[src/rtl/button_event_scheduler.sv]
// Push-button front end: 2-flop sync, tick-sampled debounce, pending-event latch and a
// round-robin valid/ready event port. Define BTN_RELEASE_EVT_EN to also report releases.
module button_event_scheduler #(
    parameter int N_BTN    = 4,
    parameter int TICK_DIV = 16,
    parameter int DB_DEPTH = 3
) (
    input  logic                     cclk,
    input  logic                     clr,
    input  logic [N_BTN-1:0]         btn_in,
    input  logic                     evt_ready,
    output logic                     evt_valid,
    output logic [$clog2(N_BTN)-1:0] evt_idx,
    output logic                     evt_release,
    output logic [N_BTN-1:0]         btn_state,
    output logic                     overrun
);
    localparam int IDX_W = $clog2(N_BTN);
    localparam int CNT_W = $clog2(TICK_DIV);

    logic [N_BTN-1:0]    sync1_q, sync2_q;
    logic [CNT_W-1:0]    presc_q, presc_d;
    logic [DB_DEPTH-1:0] shift_q [N_BTN];
    logic [DB_DEPTH-1:0] shift_d [N_BTN];
    logic [N_BTN-1:0]    state_q, state_d, pend_press_q, pend_press_d;
    logic [N_BTN-1:0]    pend_rel_s, req_s, rise_s, gnt_press_oh_s;
    logic [IDX_W-1:0]    rr_q, rr_d, idx_q, idx_d, gnt_idx_s;
    logic [IDX_W:0]      cand_s;
    logic                tick_s, free_s, found_s, gnt_rel_s, press_ovr_s, rel_ovr_s;
    logic                valid_q, valid_d, rel_q, rel_d, ovr_q, ovr_d;

    // Prescaler tick; the new debounced level is taken from the post-shift value
    always_comb begin
        tick_s  = (presc_q == CNT_W'(TICK_DIV - 1));
        presc_d = tick_s ? {CNT_W{1'b0}} : presc_q + CNT_W'(1);
        for (int i = 0; i < N_BTN; i++) begin
            if (tick_s) begin
                shift_d[i] = {shift_q[i][DB_DEPTH-2:0], sync2_q[i]};
            end else begin
                shift_d[i] = shift_q[i];
            end
            if (tick_s && (&shift_d[i])) begin
                state_d[i] = 1'b1;
            end else if (tick_s && !(|shift_d[i])) begin
                state_d[i] = 1'b0;
            end else begin
                state_d[i] = state_q[i];
            end
        end
        rise_s = state_d & ~state_q;
    end

    // Round-robin search starting at rr_q, press bookkeeping and output register next state
    always_comb begin
        req_s     = pend_press_q | pend_rel_s;
        free_s    = !valid_q || evt_ready;
        found_s   = 1'b0;
        gnt_idx_s = {IDX_W{1'b0}};
        cand_s    = {(IDX_W+1){1'b0}};
        for (int k = 0; k < N_BTN; k++) begin
            cand_s    = {1'b0, rr_q} + (IDX_W+1)'(k);
            cand_s    = (cand_s >= (IDX_W+1)'(N_BTN)) ? cand_s - (IDX_W+1)'(N_BTN) : cand_s;
            gnt_idx_s = (!found_s && req_s[cand_s[IDX_W-1:0]]) ? cand_s[IDX_W-1:0] : gnt_idx_s;
            found_s   = found_s | req_s[cand_s[IDX_W-1:0]];
        end
        // Press has priority; a release is only granted when no press is waiting
        gnt_rel_s = pend_rel_s[gnt_idx_s] & ~pend_press_q[gnt_idx_s];
        for (int i = 0; i < N_BTN; i++) begin
            gnt_press_oh_s[i] = free_s && found_s && !gnt_rel_s && (gnt_idx_s == IDX_W'(i));
        end
        press_ovr_s  = |(rise_s & pend_press_q & ~gnt_press_oh_s);
        pend_press_d = (pend_press_q & ~gnt_press_oh_s) | rise_s;
        valid_d = valid_q;
        idx_d   = idx_q;
        rel_d   = rel_q;
        rr_d    = rr_q;
        if (free_s && found_s) begin
            valid_d = 1'b1;
            idx_d   = gnt_idx_s;
            rel_d   = gnt_rel_s;
            rr_d    = (gnt_idx_s == IDX_W'(N_BTN - 1)) ? {IDX_W{1'b0}} : gnt_idx_s + IDX_W'(1);
        end else if (free_s) begin
            valid_d = 1'b0;
        end else begin
            valid_d = valid_q;
        end
    end

    assign ovr_d = press_ovr_s | rel_ovr_s;

`ifdef BTN_RELEASE_EVT_EN
    logic [N_BTN-1:0] pend_rel_q, pend_rel_d, fall_s, gnt_rel_oh_s;

    // Release pending bits follow the same set/merge/grant rules as presses
    always_comb begin
        fall_s = ~state_d & state_q;
        for (int i = 0; i < N_BTN; i++) begin
            gnt_rel_oh_s[i] = free_s && found_s && gnt_rel_s && (gnt_idx_s == IDX_W'(i));
        end
        rel_ovr_s  = |(fall_s & pend_rel_q & ~gnt_rel_oh_s);
        pend_rel_d = (pend_rel_q & ~gnt_rel_oh_s) | fall_s;
    end

    // Release pending register
    always_ff @(posedge cclk) begin
        if (clr) begin
            pend_rel_q <= {N_BTN{1'b0}};
        end else begin
            pend_rel_q <= pend_rel_d;
        end
    end

    assign pend_rel_s = pend_rel_q;
`else
    assign pend_rel_s = {N_BTN{1'b0}};
    assign rel_ovr_s  = 1'b0;
`endif

    // Main state registers; clr zeroes everything including a held event
    always_ff @(posedge cclk) begin
        if (clr) begin
            sync1_q      <= {N_BTN{1'b0}};
            sync2_q      <= {N_BTN{1'b0}};
            presc_q      <= {CNT_W{1'b0}};
            state_q      <= {N_BTN{1'b0}};
            pend_press_q <= {N_BTN{1'b0}};
            rr_q         <= {IDX_W{1'b0}};
            idx_q        <= {IDX_W{1'b0}};
            valid_q      <= 1'b0;
            rel_q        <= 1'b0;
            ovr_q        <= 1'b0;
            for (int i = 0; i < N_BTN; i++) begin
                shift_q[i] <= {DB_DEPTH{1'b0}};
            end
        end else begin
            sync1_q      <= btn_in;
            sync2_q      <= sync1_q;
            presc_q      <= presc_d;
            state_q      <= state_d;
            pend_press_q <= pend_press_d;
            rr_q         <= rr_d;
            idx_q        <= idx_d;
            valid_q      <= valid_d;
            rel_q        <= rel_d;
            ovr_q        <= ovr_d;
            for (int i = 0; i < N_BTN; i++) begin
                shift_q[i] <= shift_d[i];
            end
        end
    end

    assign evt_valid   = valid_q;
    assign evt_idx     = idx_q;
    assign evt_release = rel_q;
    assign btn_state   = state_q;
    assign overrun     = ovr_q;

endmodule

[config.mk]
export PLATFORM = sky130hd
export DESIGN_NAME = button_event_scheduler
export DESIGN_NICKNAME = d
export VERILOG_FILES = /design/src/rtl/button_event_scheduler.sv
export SDC_FILE = /design/constraint.sdc
export NUM_CORES = 1
export LEC_CHECK = 0
export BUFFER_PORTS_ARGS = -buffer_cell sky130_fd_sc_hd__buf_2
export CAP_MARGIN = 20
export CORE_ASPECT_RATIO = 1.25
export CORE_MARGIN = 1.5
export CORE_UTILIZATION = 55
export CTS_CLUSTER_SIZE = 30
export DETAILED_ROUTE_END_ITERATION = 10
export PLACE_DENSITY = 0.72
export SETUP_SLACK_MARGIN = 0.2
export SYNTH_ARGS = -nofsm -noshare
export SYNTH_HDL_FRONTEND = slang
export SYNTH_SLANG_ARGS = --single-unit
[constraint.sdc]
create_clock -name cclk -period 2.5 [get_ports cclk]
set_input_delay 0.125 -clock cclk [delete_from_list [all_inputs] [get_ports cclk]]
set_output_delay 0.125 -clock cclk [all_outputs]
set_load 0.02 [all_outputs]
### Yosys cells after proc, flatten, opt, wreduce, memory -nomap -nowiden

Memory sizes are Yosys's and may differ from the RTL's.
Index checks and enable logic that the tools add are counted.

| operators by class | value |
|---|---|
| add/sub/neg operators | 9 |
| order comparisons | 9 |
| equal/unequal tests | 4 |
| mux-type cells | 42 |
| bitwise operators | 16 |
| reduce and logical (&&, ||, !) cells | 39 |

Operators by type and width:

| operator | number |
|---|---|
| $mux W3 | 8 |
| $mux W1 | 19 |
| $mux W2 | 9 |
| $logic_and A1 B1 Y1 | 17 |
| $and A4 B4 Y4 | 4 |
| $lt A2 B3 Y1 const B | 5 |
| $bmux W1 S2 | 6 |
| $reduce_and A3 Y1 | 4 |
| $reduce_or A3 Y1 | 4 |
| $ge A3 B3 Y1 const B | 3 |
| $logic_not A1 Y1 | 9 |
| $not A4 Y4 | 2 |
| $sub A2 B1 Y2 const B | 4 |
| $or A1 B1 Y1 | 7 |
| $add A2 B2 Y3 const B | 2 |
| $add A4 B1 Y4 const B | 1 |
| $eq A2 B2 Y1 const B | 2 |
| $eq A4 B4 Y1 const B | 1 |
| $or A4 B4 Y4 | 1 |
| $reduce_or A4 Y1 | 1 |
| $add A2 B1 Y3 const B | 1 |
| $ge A2 B3 Y1 const B | 1 |
| $add A2 B1 Y2 const B | 1 |
| $eq A2 B1 Y1 const B | 1 |
| other kinds (6) | 6 |

| storage, ports and cells | value |
|---|---|
| bits in registers | 27 |
| memory bits (writable) | 12 |
| bits of input ports | 7 |
| logic and storage cells | 130 |
| memories kept | 1 |

Memory list:

| memory | depth | bits a word | rd ports | clocked after memory_dff | write ports | line | RTL |
|---|---|---|---|---|---|---|---|
| shift_q | 4 | 3 | 4 | 0 | 4 | 23 | `logic [DB_DEPTH-1:0] shift_q [N_BTN];` |

### Logic depth before layout (Yosys ltp)

Gate-level depths: netlist of run 1.

| logic depth | value |
|---|---|
| depth after elaboration | 20 |
| depth in mapped cells | 8 |
| mapped depth without buffers | 8 |

### Least setup slack after synthesis of run 1

OpenSTA, ideal clock, no wires.

| path | value |
|---|---|
| path type | flip-flop to flip-flop |
| start point | register rr_q[1] |
| end point | register ovr_q (netlist: overrun) |
| library setup time | 0.074 ns |
| arrival | 1.730 ns |
| required time | 2.426 ns |
| setup slack | 0.696 ns |
| cell stages (with the launch flop) | 9 |
| path buffers | 0 |
| period minus slack after synthesis | 1.804 ns |
| path through | dfxtp_1 mux2i_1 nor2_1 nor4_1 inv_1 ha_1 a21boi_0 a32oi_1 a31oi_1 |

| on the way | value |
|---|---|
| word-level cells in the longest chain between the ends | 20 |
| elaborated cells on any way between the ends | 56 |
| those cells by class | add/sub: 7; order compare: 4; eq/ne: 3; mux: 20; bitwise: 7; reduce/logical: 15 |

Ends and longest elaborated chain:

| what | line | RTL |
|---|---|---|
| from (decl) | 27 | `logic [IDX_W-1:0] rr_q, rr_d, idx_q, idx_d, gnt_idx_s;` |
| from (signal assigned) | 127 | `rr_q <= {IDX_W{1'b0}};` |
| from (signal assigned) | 141 | `rr_q <= rr_d;` |
| $add A2 B1 Y3 | 61 | `cand_s = {1'b0, rr_q} + (IDX_W+1)'(k);` |
| $ge A3 B3 Y1 or $sub A2 B1 Y2 (tied branches) | 62 | `cand_s = (cand_s >= (IDX_W+1)'(N_BTN)) ? cand_s - (IDX_W+1)'(N_BTN) : cand_s;` |
| $mux W2 | 62 |  |
| $bmux W1 S2 | 63, 64 |  |
| $mux W1 (not written as such) | 63, 64 |  |
| $or A1 B1 Y1 | 64 | `found_s = found_s \| req_s[cand_s[IDX_W-1:0]];` |
| $logic_not A1 Y1 or $or A1 B1 Y1 (tied branches) | 63, 64 |  |
| $logic_and A1 B1 Y1 or $logic_not A1 Y1 (tied branches) | 63 | `gnt_idx_s = (!found_s && req_s[cand_s[IDX_W-1:0]]) ? cand_s[IDX_W-1:0] : gnt_idx_s;` |
| [2 not listed] | - |  |
| via gnt_idx_s[0] | 27 |  |
| [1 not listed] | - |  |
| $mux W1 (not written as such) | 67 | `gnt_rel_s = pend_rel_s[gnt_idx_s] & ~pend_press_q[gnt_idx_s];` |
| $not A1 Y1 | 67 |  |
| $and A1 B1 Y1 | 67 |  |
| $logic_not A1 Y1 | 69 | `gnt_press_oh_s[i] = free_s && found_s && !gnt_rel_s && (gnt_idx_s == IDX_W'(i));` |
| $logic_and A1 B1 Y1 (2 in a row) | 69 |  |
| $not A4 Y4 * | 71 | `press_ovr_s = \|(rise_s & pend_press_q & ~gnt_press_oh_s);` |
| $and A4 B4 Y4 * | 71 |  |
| $reduce_or A4 Y1 * | 71 |  |
| to (signal assigned) | 145 | `ovr_q <= ovr_d;` |
| to (decl) | 30 | `logic valid_q, valid_d, rel_q, rel_d, ovr_q, ovr_d;` |

The timed path passes the listed nets; every way through them passes the cells marked *. The select of a mux whose other input is x is not followed.
A chain may end at the register's enable or synchronous reset.

### Worst setup path in the final report of run 1

Same ends and word-level chain as after synthesis.

==> flow_summary_export.csv, run 1 <==
group,metric,value,unit
global_routing,first_global_vias,1130,
yosys,synthFlopType,"dfxtp_1",
setup_path,cp-end-kind,"flip-flop",
yosys,synth_top_area_share,48.1,%
setup_path,worstPathArrival,2370,ps
setup_path,worstSetupPathType,"flip-flop to flip-flop",
yosys,synth_seq_cells,34,
clock_network,cts_tree,"built",
detailed_routing,antenna_left,0,
yosys,yosysMostFrequentCell,"dfxtp_1",
clock_network,clkTransAtPathRegs,100,ps
placement,numPortBuffers,14,
sta,relSlewSlack,62.9,%
clock_network,ctsResizeCount,0,
cells_and_area,antenna_cells,0,
clock_network,clockBufferDepth,2,
sta,finalSetupViolCount,0,
detailed_routing,route.vias.total,1180,
sta,finClkSkew,1.83,ps
global_routing,grt_overflow,0,
sta,hold_ws,5.60,ps
global_routing,antenna_found_initial,0,
floorplan,io_pins,16,
yosys,synth_area,1420,um^2
detailed_routing,wl,2610,um
yosys,yosysTopAreaCell,"dfxtp_1",
setup_path,slowest_stage,"nor4_1",
clock_network,cts-root-buf,"clkbuf_4",
sta,hold_viol,0,
placement,gp_congestion,0.873,
floorplan,die_h,59.7,um
yosys,synth_area_leaders,"dfxtp_1 48%, a21oi_1 8.5%, nand2_1 6.1%, ha_1 4.4%, nor2b_1 3.5%",
setup_path,cp_max_fo,6,
outcome,status,"complete, no violations",
sta,fin_crit,2110,ps
yosys,yosysWarningCount,0,
cells_and_area,fin_util,65.5,%
setup_path,path_delay_family,"simple AND/OR/NAND/NOR gates",
sta,clock.fmax,474,MHz
clock_network,worstSkewPairLatency,330,ps
yosys,async_flop_share,0,%
sta,grt_setup_unrepaired,"false",
yosys,synth_commonest_cells,"34 x dfxtp_1, 24 x a21oi_1, 23 x nand2_1",
floorplan,die_area,2890,um^2
yosys,synth_edf_count,0,
yosys,synth_nets,178,
global_routing,grt_max_degree,33,
detailed_routing,firstDrtPassIters,4,
clock_network,cts_htree_levels,2,
floorplan,fp-row-count,20,
setup_path,path_buf_inv,1,
yosys,ys_seq_area_share,48.1,%
sta,finalCritPeriodShare,84.4,%
floorplan,start_util,58.4,%
clock_network,cts_setup_buffers,0,
cells_and_area,area_delta_synth_final,12.3,%
sta,tightest_slew,551,ps
detailed_routing,wl_per_cell,12.0,um
sta,tns,0,ps
global_routing,grt_pass1_wl,4400,um
worst_hold_path,hp-class,"primary input to flip-flop",
run,maxCapViolCount,0,
detailed_routing,drcViolationCount,0,
setup_path,path_cells,"mux2i_1 -> nor2_1 -> nor4_1 -> inv_1 -> ha_1 -> a21boi_0 -> a32oi_1 -> a31oi_1",
yosys,synthCells,166,
clock_network,numCtsBuffers,5,
pwr,p_leak,0.000622,uW
cells_and_area,drive_gt1_share,14.1,%
setup_path,worstPathRequired,2760,ps
pwr,pwr_density_cell,566,nW/um^2
pwr,ir_drop,0.537,mV
sta,maxSlewViolCount,0,
clock_network,cts.sinks,34,
global_routing,grt_use_total,20.2,%
detailed_routing,post_drt_via_cell_ratio,5.44,
yosys,synth_area_per_cell,8.53,um^2
floorplan,coreArea,2430,um^2
detailed_routing,drt-initial-drc-count,17,
setup_path,slowest_delay,530,ps
placement,dpl.hpwl,1830,um
floorplan,die_x,48.4,um
yosys,ys_types,34,
setup_path,start_kind,"flip-flop",
cells_and_area,layout.nets,195,
metrics by stage:
stage | cell area (um^2) | power (uW) | std cells | setup slack [ps]
after floorplan | 1420 | 590 | 166 | 696
after global placement | 1500 | 596 | 206 | 604
after detailed placement | 1500 | 597 | 206 | 409
after CTS | 1580 | 906 | 216 | 375
after global routing | 1590 | 934 | 217 | 235
final | 1590 | 899 | 217 | 391
final timing paths:
path              depth (start not counted)  slack (ps)             startpoint               endpoint
setup / recovery                          8         390   rr_q[1]$_SDFFE_PP0P_     overrun$_SDFF_PP0_
hold / removal                            2           6              btn_in[3]  sync1_q[3]$_SDFF_PP0_
setup reg to reg                          8         390   rr_q[1]$_SDFFE_PP0P_     overrun$_SDFF_PP0_
hold reg to reg                           1         440  sync1_q[1]$_SDFF_PP0_  sync2_q[1]$_SDFF_PP0_
flip-flops by register name, summed over array words and instances (netlist names):
| register | count |
|---|---|
| presc_q | 4 |
| shift_q | 8 |
| btn_state | 4 |
| evt_valid | 1 |
| sync1_q | 4 |
| evt_idx | 2 |
| rr_q | 2 |
| pend_press_q | 4 |
| sync2_q | 4 |
| overrun | 1 |
timing repair:
action / CTS / global route
setup endpoints to repair: 0 / 0
hold endpoints to repair: 2 / 1
hold buffers: 2 / 1
worst register-to-register path, stage by stage, from the launching register on:
cell	delay [ps]
dfxtp_1	440
mux2i_1	210
nor2_1	70
nor4_1	530
inv_1	130
ha_1	220
a21boi_0	220
a32oi_1	80
a31oi_1	150
kinds of logic after synthesis:
kind of cell               share of synthesized area [%]
and+or+nand+nor                                     23.9
AOI/OAI and AO/OA                                   16.9
DFF                                                 48.1
buffers and inverters                               5.12
adders and majority gates                           4.42
other                                              0.265
xor gates and xnor gates                           0.618
muxes                                              0.707
metal layers:
layer | up-vias | GRT usage, % | share of wire, %
li1 | 600 | - | -
met1 | 551 | 19.9 | 44
met2 | 23 | 36.5 | 51
met3 | 6 | 7.75 | 3.7
met4 | 0 | 12.2 | 1.8
met5 | - | 0 | 0
where the power goes:
part	switching, uW	internal, uW
sequential	6.91	551
combinational	14.9	15.1
clock	175	136
cell usage in the layout, fill, tap and decap left out, types with 2 or more instances in the layout:
cell type,n
nand2b_1,3
nor2_1,10
inv_1,8
nor4_1,2
nor3_1,2
buf_2,14
a31oi_1,2
dlygate4sd3_1,3
buf_4,2
clkbuf_4,5
and3_1,6
ha_1,5
nand2_1,23
nand4b_1,3
nand3_1,2
a21oi_1,24
o31ai_1,4
o21ai_0,7
nor2b_1,8
dfxtp_1,34
layout make-up:
cell class                 count  area, um^2
tap                           33        41.3
multi-input combinational    115         663
fill                         230         837
inverter                       8        30.0
timing repair buffer          19         115
sequential                    34         681
clock inverter                 1        5.00
clock buffer                   7        55.1
Power figures use the tool's default switching activity.
==> run 2: changes to the inputs <==
--- a/config.mk
+++ b/config.mk
@@ -5,14 +5,15 @@
 export SDC_FILE = /design/constraint.sdc
 export NUM_CORES = 1
 export LEC_CHECK = 0
+export ABC_AREA = 1
 export BUFFER_PORTS_ARGS = -buffer_cell sky130_fd_sc_hd__buf_2
 export CAP_MARGIN = 20
 export CORE_ASPECT_RATIO = 1.25
 export CORE_MARGIN = 1.5
-export CORE_UTILIZATION = 55
+export CORE_UTILIZATION = 52
 export CTS_CLUSTER_SIZE = 30
 export DETAILED_ROUTE_END_ITERATION = 10
-export PLACE_DENSITY = 0.72
+export PLACE_DENSITY = 0.7
 export SETUP_SLACK_MARGIN = 0.2
 export SYNTH_ARGS = -nofsm -noshare
 export SYNTH_HDL_FRONTEND = slang
==> constraint.sdc (replaced) <==
create_clock -name cclk -period 1.9 [get_ports cclk]
set_input_delay 0.095 -clock cclk [delete_from_list [all_inputs] [get_ports cclk]]
set_output_delay 0.095 -clock cclk [all_outputs]
set_load 0.02 [all_outputs]
==> run 2 against run 1 <==
The run now ends with negative setup slack left. Final area up 42%. Register-to-register slack worse by 520 ps. Largest cell class is now multi-input combinational cells. Critical path depth up 7.
==> flow_summary_export.csv, run 2 <==
group,metric,value,unit
detailed_routing,antenna_left,0,
cells_and_area,largest_reg_flops,9,
yosys,synth_top_area_share,41.8,%
yosys,synthFlopType,"dfxtp_1",
global_routing,grt_use_total,22.6,%
placement,dpl.hpwl,2220,um
sta,finalSetupViolCount,4,
pwr,pwr_density_cell,1130,nW/um^2
global_routing,antenna_found_initial,0,
global_routing,grt_overflow,0,
cells_and_area,mostFrequentLayoutCells,"33 x dfxtp_1, 32 x nor2_1, 29 x inv_1, 29 x nand2_1, 19 x buf_4",
floorplan,die_h,66.5,um
floorplan,die_x,53.8,um
clock_network,cts-root-buf,"clkbuf_4",
sta,finalCritPeriodShare,107,%
clock_network,clkTransAtPathRegs,110,ps
sta,maxSlewViolCount,0,
cells_and_area,antenna_cells,0,
sta,grt_setup_unrepaired,"true",
clock_network,clockBufferDepth,2,
yosys,ys_seq_area_share,41.8,%
floorplan,die_area,3580,um^2
worst_hold_path,hold_path_end,"evt_valid$_SDFFE_PP0P_",
clock_network,numCtsBuffers,5,
floorplan,io_pins,16,
clock_network,cts.sinks,35,
setup_path,reg2regPathDepth,15,
placement,numPlacedInstances,276,
yosys,yosysTopAreaCell,"dfxtp_1",
outcome,status,"complete, but fails checks",
detailed_routing,firstDrtPassIters,4,
detailed_routing,post_drt_via_cell_ratio,5.12,
placement,dp_slack,-91.4,ps
cells_and_area,drive_gt1_share,36.9,%
floorplan,coreArea,3000,um^2
yosys,synth_edf_count,0,
placement,numPortBuffers,14,
sta,hold_viol,0,
global_routing,grt_pass1_wl,5780,um
run,maxCapViolCount,0,
yosys,synth_area,1680,um^2
placement,gp_congestion,0.855,
cells_and_area,layout_commonest_cell,"dfxtp_1",
yosys,synth_area_leaders,"dfxtp_1 42%, nand2_1 8.7%, nor2_1 7.2%, inv_1 6.9%, nand2_2 4.1%",
setup_path,start_kind,"flip-flop",
floorplan,fp-row-count,22,
setup_path,worstPathRequired,2190,ps
setup_path,worstPathArrival,2320,ps
worst_hold_path,holdCritStartpoint,"evt_ready",
pwr,ir_drop,0.753,mV
setup_path,cp-end-kind,"flip-flop",
yosys,async_flop_share,0,%
yosys,synth_seq_cells,35,
global_routing,first_global_vias,1396,
floorplan,start_util,55.9,%
global_routing,grt_max_degree,25,
cells_and_area,fillerInstances,250,
yosys,ys_types,32,
yosys,synth_commonest_cells,"39 x nand2_1, 35 x dfxtp_1, 32 x nor2_1",
detailed_routing,wl,3940,um
detailed_routing,route.vias.total,1556,
sta,fin_crit,2030,ps
setup_path,regToRegStartpoint,"rr_q[0]$_SDFFE_PP0P_",
setup_path,reg2reg_to,"evt_idx[0]$_SDFFE_PP0P_",
cells_and_area,fin_cells,304,
setup_path,cp_max_fo,6,
sta,finClkSkew,12.6,ps
sta,clock.fmax,493,MHz
placement,dpl-instance-area,1810,um^2
detailed_routing,drt-initial-drc-count,43,
yosys,synth_nets,238,
worst_hold_path,hp-class,"primary input to flip-flop",
clock_network,cts_tree,"built",
yosys,yosysWarningCount,0,
detailed_routing,wl_per_cell,13.0,um
setup_path,r2r_setup_slack,-130,ps
pwr,p_leak,0.000983,uW
cells_and_area,regMostFlops,"shift_q",
clock_network,worstSkewPairLatency,340,ps
cells_and_area,layout.nets,279,
yosys,synthCells,226,
sta,setup_ws,-129,ps
cells_and_area,area_delta_synth_final,34.9,%
setup_path,worstSetupPathType,"flip-flop to flip-flop",
detailed_routing,drcViolationCount,0,
worst_hold_path,hold_path_depth,4,
cells_and_area,post-route-cell-area,2260,um^2
clock_network,cts_htree_levels,2,
yosys,synth_area_per_cell,7.42,um^2
yosys,yosysMostFrequentCell,"nand2_1",
outcome,violations,"negative setup slack",
setup_path,cp-startpoint,"rr_q[0]$_SDFFE_PP0P_",
[run 2: cell types whose count changed after synthesis, moves of 4 or more]
cell and change:
inv_1 +23, nor2_1 +22, nand2_1 +16, a21oi_1 -12
nand2_2 +11, nand3_1 +8, nor2b_1 -8, and3_1 -6
nand4_1 +5, a31oi_1 +4, o31ai_1 -4
[run 2: worst max-delay path by stage]
stage | endpoint | slack [ps] | cells after the start
CTS | overrun$_SDFF_PP0_ | -10 | 16
global placement | overrun$_SDFF_PP0_ | -50 | 16
floorplan | overrun$_SDFF_PP0_ | 200 | 15
finish | evt_idx[0]$_SDFFE_PP0P_ | -130 | 15
detailed placement | overrun$_SDFF_PP0_ | -90 | 16
global route | evt_idx[0]$_SDFFE_PP0P_ | -220 | 15
[run 2: layout make-up]
cell class / instances / area [um^2] / area share [%]
Clock buffer: 8 / 68.8 / 3.04
Sequential cell: 35 / 708 / 31.3
Tap cell: 36 / 45.0 / 1.99
Timing Repair Buffer: 42 / 309 / 13.7
Multi-Input combinational cell: 149 / 991 / 43.8
Inverter: 34 / 140 / 6.19
[run 2: per-layer routing]
| layer | vias to the layer above | GRT usage (%) | part of all wire [%] |
|---|---|---|---|
| met3 | 9 | 6.50 | 3.1 |
| met4 | 0 | 12.2 | 2.0 |
| met1 | 720 | 23.9 | 40 |
| li1 | 794 | - | - |
| met5 | - | 0 | 0 |
| met2 | 33 | 38.9 | 55 |
[run 2: report_power, final]
part           switching (uW)  internal (uW)  leakage, uW
clock                     236            218    0.0000386
combinational             695            560     0.000658
sequential               53.0            787     0.000287
[run 2: timing repair]
action	in CTS	in global routing
pin swaps	16	12
gates resized for setup	25	29
hold buffers	4	0
endpoints found under the hold margin	4	0
setup buffers	11	5
setup endpoints to repair	6	9
[run 2: cells by family (layout without fill, tap and decap cells)]
kind of cell / Yosys count / in the layout / share of synthesized area (%)
fa+ha+maj: 5 / 5 / 3.73
simple gates: 111 / 111 / 32.9
flops: 35 / 35 / 41.8
buf+inv: 42 / 84 / 10.4
other cells: 1 / 1 / 0.224
compound gates: 31 / 31 / 10.4
xor+xnor: 1 / 1 / 0.522
[run 2: per-stage QoR]
step	power, uW	util, %	hold slack, ps	setup TNS [ps]
2_1_floorplan	1340	-	202	0
3_3_place_gp	1520	60.4	296	-52.2
3_5_place_dp	1520	60.4	302	-106
4_1_cts	2280	70.4	105	-13.5
5_1_grt	2670	75.4	154	-973
6_report	2550	75.4	115	-375
[run 2: worst max-delay path: stages, from the launching register on]
cell and delay (ps):
dfxtp_4 430, buf_6 120, nand2_4 60, nand3_4 120, nand2_4 70, nor2_8 170
nand2_4 70, nand3_2 80, nand3_4 120, buf_4 160, buf_4 120, buf_4 120
buf_4 130, nand2_4 70, nand2_2 50, nor2_2 70
